--- src/rtl/avalon_bus_arbiter.sv ---
// Two-port arbiter sharing one Avalon-MM master between instruction fetch and data access.
// One transaction outstanding at a time; each completion returns a single-cycle ack.
module avalon_bus_arbiter #(
   parameter bit ROUND_ROBIN     = 1'b1,
   parameter bit RESET_LAST_DATA = 1'b0
) (
   input  logic        clk,
   input  logic        reset,
   input  logic        i_req,
   input  logic [31:0] i_addr,
   output logic        i_ack,
   output logic [31:0] i_rdata,
   input  logic        d_req,
   input  logic        d_write,
   input  logic [31:0] d_addr,
   input  logic [31:0] d_wdata,
   input  logic [3:0]  d_byteenable,
   output logic        d_ack,
   output logic [31:0] d_rdata,
   output logic [31:0] address,
   output logic        write,
   output logic        read,
   input  logic        waitrequest,
   output logic [31:0] writedata,
   output logic [3:0]  byteenable,
   input  logic [31:0] readdata,
   output logic        busy
);

   localparam logic [2:0] IDLE  = 3'd0;
   localparam logic [2:0] BUS_I = 3'd1;
   localparam logic [2:0] BUS_D = 3'd2;
   localparam logic [2:0] ACK_I = 3'd3;
   localparam logic [2:0] ACK_D = 3'd4;

   logic [2:0] state_r;
   logic       last_data_r;
   logic       grant_d_s;
   logic       any_req_s;

   assign any_req_s = i_req | d_req;

   // Pick the data port for this IDLE cycle; on a tie either alternate or favour data.
   always_comb begin
      grant_d_s = 1'b0;
      if (d_req && !i_req) begin
         grant_d_s = 1'b1;
      end else if (d_req && i_req) begin
         grant_d_s = ROUND_ROBIN ? !last_data_r : 1'b1;
      end else begin
         grant_d_s = 1'b0;
      end
   end

   // Transaction sequencer and all registered outputs.
   always_ff @(posedge clk) begin
      if (reset) begin
         state_r     <= IDLE;
         last_data_r <= RESET_LAST_DATA;
         address     <= 32'h0000_0000;
         read        <= 1'b0;
         write       <= 1'b0;
         writedata   <= 32'h0000_0000;
         byteenable  <= 4'b0000;
         i_ack       <= 1'b0;
         d_ack       <= 1'b0;
         i_rdata     <= 32'h0000_0000;
         d_rdata     <= 32'h0000_0000;
         busy        <= 1'b0;
      end else begin
         case (state_r)
            IDLE: begin
               i_ack <= 1'b0;
               d_ack <= 1'b0;
               if (any_req_s && grant_d_s) begin
                  state_r    <= BUS_D;
                  address    <= d_addr;
                  byteenable <= d_byteenable;
                  writedata  <= d_wdata;
                  read       <= !d_write;
                  write      <= d_write;
                  busy       <= 1'b1;
               end else if (any_req_s) begin
                  state_r    <= BUS_I;
                  address    <= i_addr;
                  byteenable <= 4'b1111;
                  read       <= 1'b1;
                  write      <= 1'b0;
                  busy       <= 1'b1;
               end else begin
                  state_r <= IDLE;
                  busy    <= 1'b0;
               end
            end
            BUS_I: begin
               if (!waitrequest) begin
                  read        <= 1'b0;
                  write       <= 1'b0;
                  i_rdata     <= readdata;
                  last_data_r <= 1'b0;
                  i_ack       <= 1'b1;
                  state_r     <= ACK_I;
               end else begin
                  state_r <= BUS_I;
               end
            end
            BUS_D: begin
               if (!waitrequest) begin
                  // Stores leave the load-data register untouched.
                  if (read) begin
                     d_rdata <= readdata;
                  end else begin
                     d_rdata <= d_rdata;
                  end
                  read        <= 1'b0;
                  write       <= 1'b0;
                  last_data_r <= 1'b1;
                  d_ack       <= 1'b1;
                  state_r     <= ACK_D;
               end else begin
                  state_r <= BUS_D;
               end
            end
            ACK_I: begin
               i_ack   <= 1'b0;
               busy    <= 1'b0;
               state_r <= IDLE;
            end
            ACK_D: begin
               d_ack   <= 1'b0;
               busy    <= 1'b0;
               state_r <= IDLE;
            end
            default: begin
               state_r <= IDLE;
               read    <= 1'b0;
               write   <= 1'b0;
               i_ack   <= 1'b0;
               d_ack   <= 1'b0;
               busy    <= 1'b0;
            end
         endcase
      end
   end

endmodule

--- config.mk ---
export PLATFORM = sky130hd
export DESIGN_NAME = avalon_bus_arbiter
export DESIGN_NICKNAME = d
export VERILOG_FILES = /design/src/rtl/avalon_bus_arbiter.sv
export SDC_FILE = /design/constraint.sdc
export NUM_CORES = 1
export LEC_CHECK = 0
export CORE_MARGIN = 5
export CORE_UTILIZATION = 43
export DETAILED_ROUTE_END_ITERATION = 16
export PLACE_DENSITY = 0.93
export SLEW_MARGIN = 20
export SYNTH_ARGS = -nofsm -noshare
export SYNTH_HDL_FRONTEND = slang
export SYNTH_SLANG_ARGS = --single-unit
--- constraint.sdc ---
create_clock -name clk -period 3.05 [get_ports clk]
set_clock_uncertainty 0.2 [all_clocks]
set_input_delay 0.4575 -clock clk [delete_from_list [all_inputs] [get_ports clk]]
set_output_delay 0.4575 -clock clk [all_outputs]
set_load 0.005 [all_outputs]
=== Word level (Yosys, flattened, before mapping) ===
Index checks and enable logic that the tools add are counted.
W data, S select, Z words.

* Output and inout bits: 137
* Input port bits: 138
* Logic and storage cells: 71
* Register bits after elaboration: 141

* Reduce and logical (&&, ||, !) cells: 21
* Mux-type cells: 25
* Bitwise operators: 5
* Eq/ne operators: 8

{| class="wikitable"
|+ Operators by type and width
! cell !! count
|-
| $mux W32 || 2
|-
| $mux W1 || 11
|-
| $reduce_and A2 Y1 || 5
|-
| $pmux W3 S3 || 1
|-
| $reduce_and A3 Y1 || 3
|-
| $mux W4 || 2
|-
| $pmux W1 S2 || 4
|-
| $reduce_or A2 Y1 || 4
|-
| $eq A3 B2 Y1 const B || 2
|-
| $ne A2 B2 Y1 const B || 3
|-
| $pmux W1 S3 || 2
|-
| $mux W2 || 2
|-
| $not A1 Y1 || 4
|-
| $reduce_bool A2 Y1 || 2
|-
| $eq A3 B1 Y1 const B || 1
|-
| $eq A3 B3 Y1 const B || 1
|-
| $logic_and A1 B1 Y1 || 3
|-
| $logic_not A1 Y1 || 3
|-
| $logic_not A3 Y1 || 1
|-
| $mux W3 || 1
|-
| $ne A3 B3 Y1 const B || 1
|-
| $or A1 B1 Y1 || 1
|}

=== Depth between registers and ports, before layout ===
* Word-level depth: 6
* Depth in mapped cells: 7
* Depth with buffers taken out: 4

=== Least setup slack after synthesis ===
No wires, ideal clock.

* Kind: in2reg
* Start: input port waitrequest
* End: register i_rdata[0]
* Data required time: 2,713 ps
* Stages on the path: 6
* Arrival time: 1,357 ps
* Buffers on the path: 3
* Setup time: 137 ps
* Setup slack: 1,356 ps
* Cell sequence: buf_2 -> or3_1 -> clkbuf_1 -> buf_2 -> nand2_1 -> a21oi_1

* Word-level cells in the longest chain between the ends: 2

{| class="wikitable"
|+ RTL lines
! what !! RTL line !! RTL
|-
| start: declaration || 23 || <nowiki>input logic waitrequest,</nowiki>
|-
| $not A1 Y1 (no source line) || n/a ||
|-
| $reduce_and A2 Y1 (no source line) || n/a ||
|-
| end signal: assignment || 99 || <nowiki>i_rdata <= readdata;</nowiki>
|-
| end: declaration || 12 || <nowiki>output logic [31:0] i_rdata,</nowiki>
|}

No other way between the ends.
A chain may end at the register's enable or synchronous reset.

=== Final worst setup path ===
* Start: input port d_req
* End: register byteenable[2]

* Word-level cells in the longest chain between the ends: 6
* Elaborated cells between the ends (all ways): 9
* Classes of those cells: 3 x mux; 1 x bitwise; 5 x reduce/logical

{| class="wikitable"
|+ RTL lines
! what !! RTL line !! RTL
|-
| start: declaration || 13 || <nowiki>input logic d_req,</nowiki>
|-
| $logic_and A1 B1 Y1 || 48 || <nowiki>end else if (d_req && i_req) begin</nowiki>
|-
| $mux W1 || 48 ||
|-
| $mux W1 || 46 || <nowiki>if (d_req && !i_req) begin</nowiki>
|-
| $logic_and A1 B1 Y1 || 75 || <nowiki>if (any_req_s && grant_d_s) begin</nowiki>
|-
| $reduce_bool A2 Y1 (no source line) || n/a ||
|-
| $reduce_and A2 Y1 (no source line) || n/a ||
|-
| end signal: assignment || 78 || <nowiki>byteenable <= d_byteenable;</nowiki>
|-
| end: declaration || 25 || <nowiki>output logic [3:0] byteenable,</nowiki>
|}

Parallel ways exist; a longest one is shown, timed or not.

==> flow_summary_export.csv <==
group,metric,value,unit
drt,drt-total-wl,16.97,mm
synthesis,synthArstFlopShare,0,%
clock_tree,post-cts-setup-buffer-count,0,
synthesis,yosys.area.top_type_share,51.66,%
global_route,grt_pass1_wl,25.94,mm
synthesis,synth-adder-area-share,0,%
placement,dp_hpwl,12.38,mm
global_route,grt_pass1_vias,5254,
placement,portBuffers,274,
timing,worst_pin_slew,0.8074,ns
synthesis,synth-seq-cells,141,
floorplanning,die_area,15060,um2
clock_tree,clock-sinks,141,
floorplanning,core,12520,um2
timing,maxSlewHeadroom,46.17,%
finish,drive_gt1_share,9.406,%
timing,fmax,0.4835,GHz
placement,placed_cells,1033,
synthesis,netlist_area,5464,um2
timing,finalSetupViolations,0,
worst_setup_path,cp_max_fo,36,
synthesis,synthSimpleGateAreaFrac,19.14,%
synthesis,dominantRegCellSynth,"dfxtp_1",
drt,first_iter_violations,326,
power_and_ir_drop,ir_drop,0.2969,mV
drt,remaining_drc_errors,0,
hold_path,hold_class,"register to register",
synthesis,synthMuxAreaShare,6.045,%
global_route,grt_start_max_net_pins,76,
synthesis,synth_top_family_by_area,"simple AND/OR/NAND/NOR gates",
clock_tree,cts.clk_slew.worst_paths,0.06,ns
global_route,grt_antenna_before_repair,0,
timing,rsz0062_at_grt,"false",
timing,fin_crit,2.068,ns
floorplanning,die_y,122.7,um
finish,fin_nets,1018,
synthesis,synth_nets,765,
floorplanning,ios,275,
clock_tree,root_buffer,"clkbuf_16",
timing,period_share,67.81,%
worst_setup_path,cp-start-kind,"input pin",
finish,area.growth.synth_to_final,62.86,%
timing,slew_violations,0,
timing,setup_tns,0,ns
clock_tree,clk_path_buf_depth,2,
synthesis,synth_edf_count,0,
outcome,status,"complete, no violations",
clock_tree,numCtsBuffers,17,
synthesis,synth-xor-area-share,0.1603,%
synthesis,synthTopCellsByArea,"dfxtp_1 (52%), nand2_1 (13%), a21oi_1 (7.0%), mux2i_1 (6.0%), a211oi_1 (4.4%)",
finish,layoutNonFillerInstCount,1065,
flow_run,drv_cap,0,
global_route,overflow,0,
placement,place_congestion,0.7820,
global_route,grt_use_total,22.01,%
drt,routedWlPerCell,15.93,um
worst_setup_path,worstSetupEndpointType,"register",
synthesis,synth_compound_area_share,17.45,%
power_and_ir_drop,leakage,3.207,nW
drt,firstDrtPassIters,5,
worst_setup_path,crit_arrival,2.13,ns
floorplanning,std_cell_rows,41,
floorplanning,die_width,122.7,um
power_and_ir_drop,powerDensity,614.4,nW/um2
drt,vias,5313,
synthesis,synth_largest_area_cell,"dfxtp_1",
clock_tree,cts_resized,0,
power_and_ir_drop,finalPower,5.468,mW
synthesis,seq_area_frac_synth,51.66,%
clock_tree,htree_num_levels,4,
finish,n_antenna_cell,0,
clock_tree,cts_hold_buf,0,
synthesis,synth_area_per_cell,8.714,um2
worst_setup_path,crit_type,"input pin to register",
timing,hold_viol,0,
synthesis,synth_cell_type_count,39,
drt,drtAntennaViolNets,0,
synthesis,yosys_warnings,0,
drt,via_per_inst,4.989,
finish,fillers,930,
clock_tree,clkLatencyLatePin,0.40,ns
worst_setup_path,crit_required,3.11,ns
clock_tree,cts_tree,"yes",
synthesis,syn_inst,627,
floorplanning,start_util,43.65,%
==> logic make-up after synthesis <==
group	after synthesis
and+or+nand+nor	253
xor gates and xnor gates	1
AOI/OAI and AO/OA	148
buffers and inverters	51
DFF	141
muxes	33
==> flip-flops by register name, indices dropped and copies added, names as in the netlist, 3 cells and up <==
signal	cells
i_rdata	32
byteenable	4
d_rdata	32
state_r	3
writedata	32
address	32
==> cell type report <==
cell class / count / area [um2] / area share [%]
multi-input cells: 435 / 2357 / 26.49
well taps: 172 / 215.2 / 2.418
repair buffers: 285 / 2860 / 32.14
flip-flops and latches: 141 / 2823 / 31.72
clock buffers: 21 / 480.5 / 5.399
clock inverters: 11 / 162.7 / 1.828
==> layout by cell type, fill, tap and decap left out, drive strengths merged <==
master / netlist / routed
nor3: 2 / 2
o311a: 1 / 1
clkinvlp: 0 / 3
nand2: 196 / 196
buf: 30 / 12
o32a: 1 / 1
nand2b: 4 / 4
o31ai: 1 / 1
nand3: 1 / 1
nor2: 41 / 41
a211oi: 32 / 32
mux2i: 33 / 33
nand3b: 1 / 1
and2: 3 / 3
a311o: 1 / 1
clkbuf: 21 / 21
nor2b: 1 / 1
bufinv: 0 / 4
nand4: 1 / 1
a21boi: 2 / 2
clkdlybuf4s50: 0 / 273
o22ai: 4 / 4
a21oi: 99 / 99
nor4b: 1 / 1
or3: 2 / 2
o21ai: 3 / 3
o221a: 1 / 1
a2bb2oi: 1 / 1
xor2: 1 / 1
dfxtp: 141 / 141
o21a: 2 / 2
clkinv: 0 / 4
==> power by group <==
part           switching, mW  internal, mW  total (mW)
Combinational          0.496         0.635        1.13
Sequential             0.112          2.02        2.13
Clock                  0.753          1.45        2.20
Total                   1.36          4.11        5.47
==> metrics by stage <==
stage	hold slack (ns)	util (%)	cell area (um2)	setup slack (ns)
finish	0.2522	71.09	8899	0.9817
global route	0.2704	71.09	8899	0.8748
CTS	0.2531	71.09	8899	0.9868
detailed placement	0.2455	65.95	8255	0.5911
global placement	0.2403	65.95	8255	0.6555
floorplan	0.2527	-	5464	1.356
==> path summary, 6_finish.rpt <==
| check | start | end | slack, ns | cells after the start |
|---|---|---|---|---|
| max | d_req | byteenable[2] | 0.98 | 7 |
| min reg2reg | i_rdata[29] | i_rdata[29] | 0.25 | 2 |
| min | i_rdata[29] | i_rdata[29] | 0.25 | 2 |
| max reg2reg | state_r[2] | address[19] | 1.04 | 5 |
==> routing by layer <==
metal | track usage, % | part of all wire, %
met4 | 8.887 | 2.7
met5 | 0 | 0
met3 | 8.525 | 9.4
met2 | 40.62 | 52
met1 | 21.98 | 36
==> cells in the mapped netlist, drive strengths merged (3+ instances only) <==
master,number
nand2b,4
dfxtp,141
a211oi,32
o21ai,3
o22ai,4
a21oi,99
mux2i,33
and2,3
nand2,196
clkbuf,21
buf,30
nor2,41
==> critical path: stages <==
cell             delay, ns
clkdlybuf4s50_1       0.52
a21boi_4              0.27
buf_12                0.27
nand2_1               0.08
buf_4                 0.26
o22ai_1               0.19
nor2_1                0.06
(Power assumes the default switching activity.)
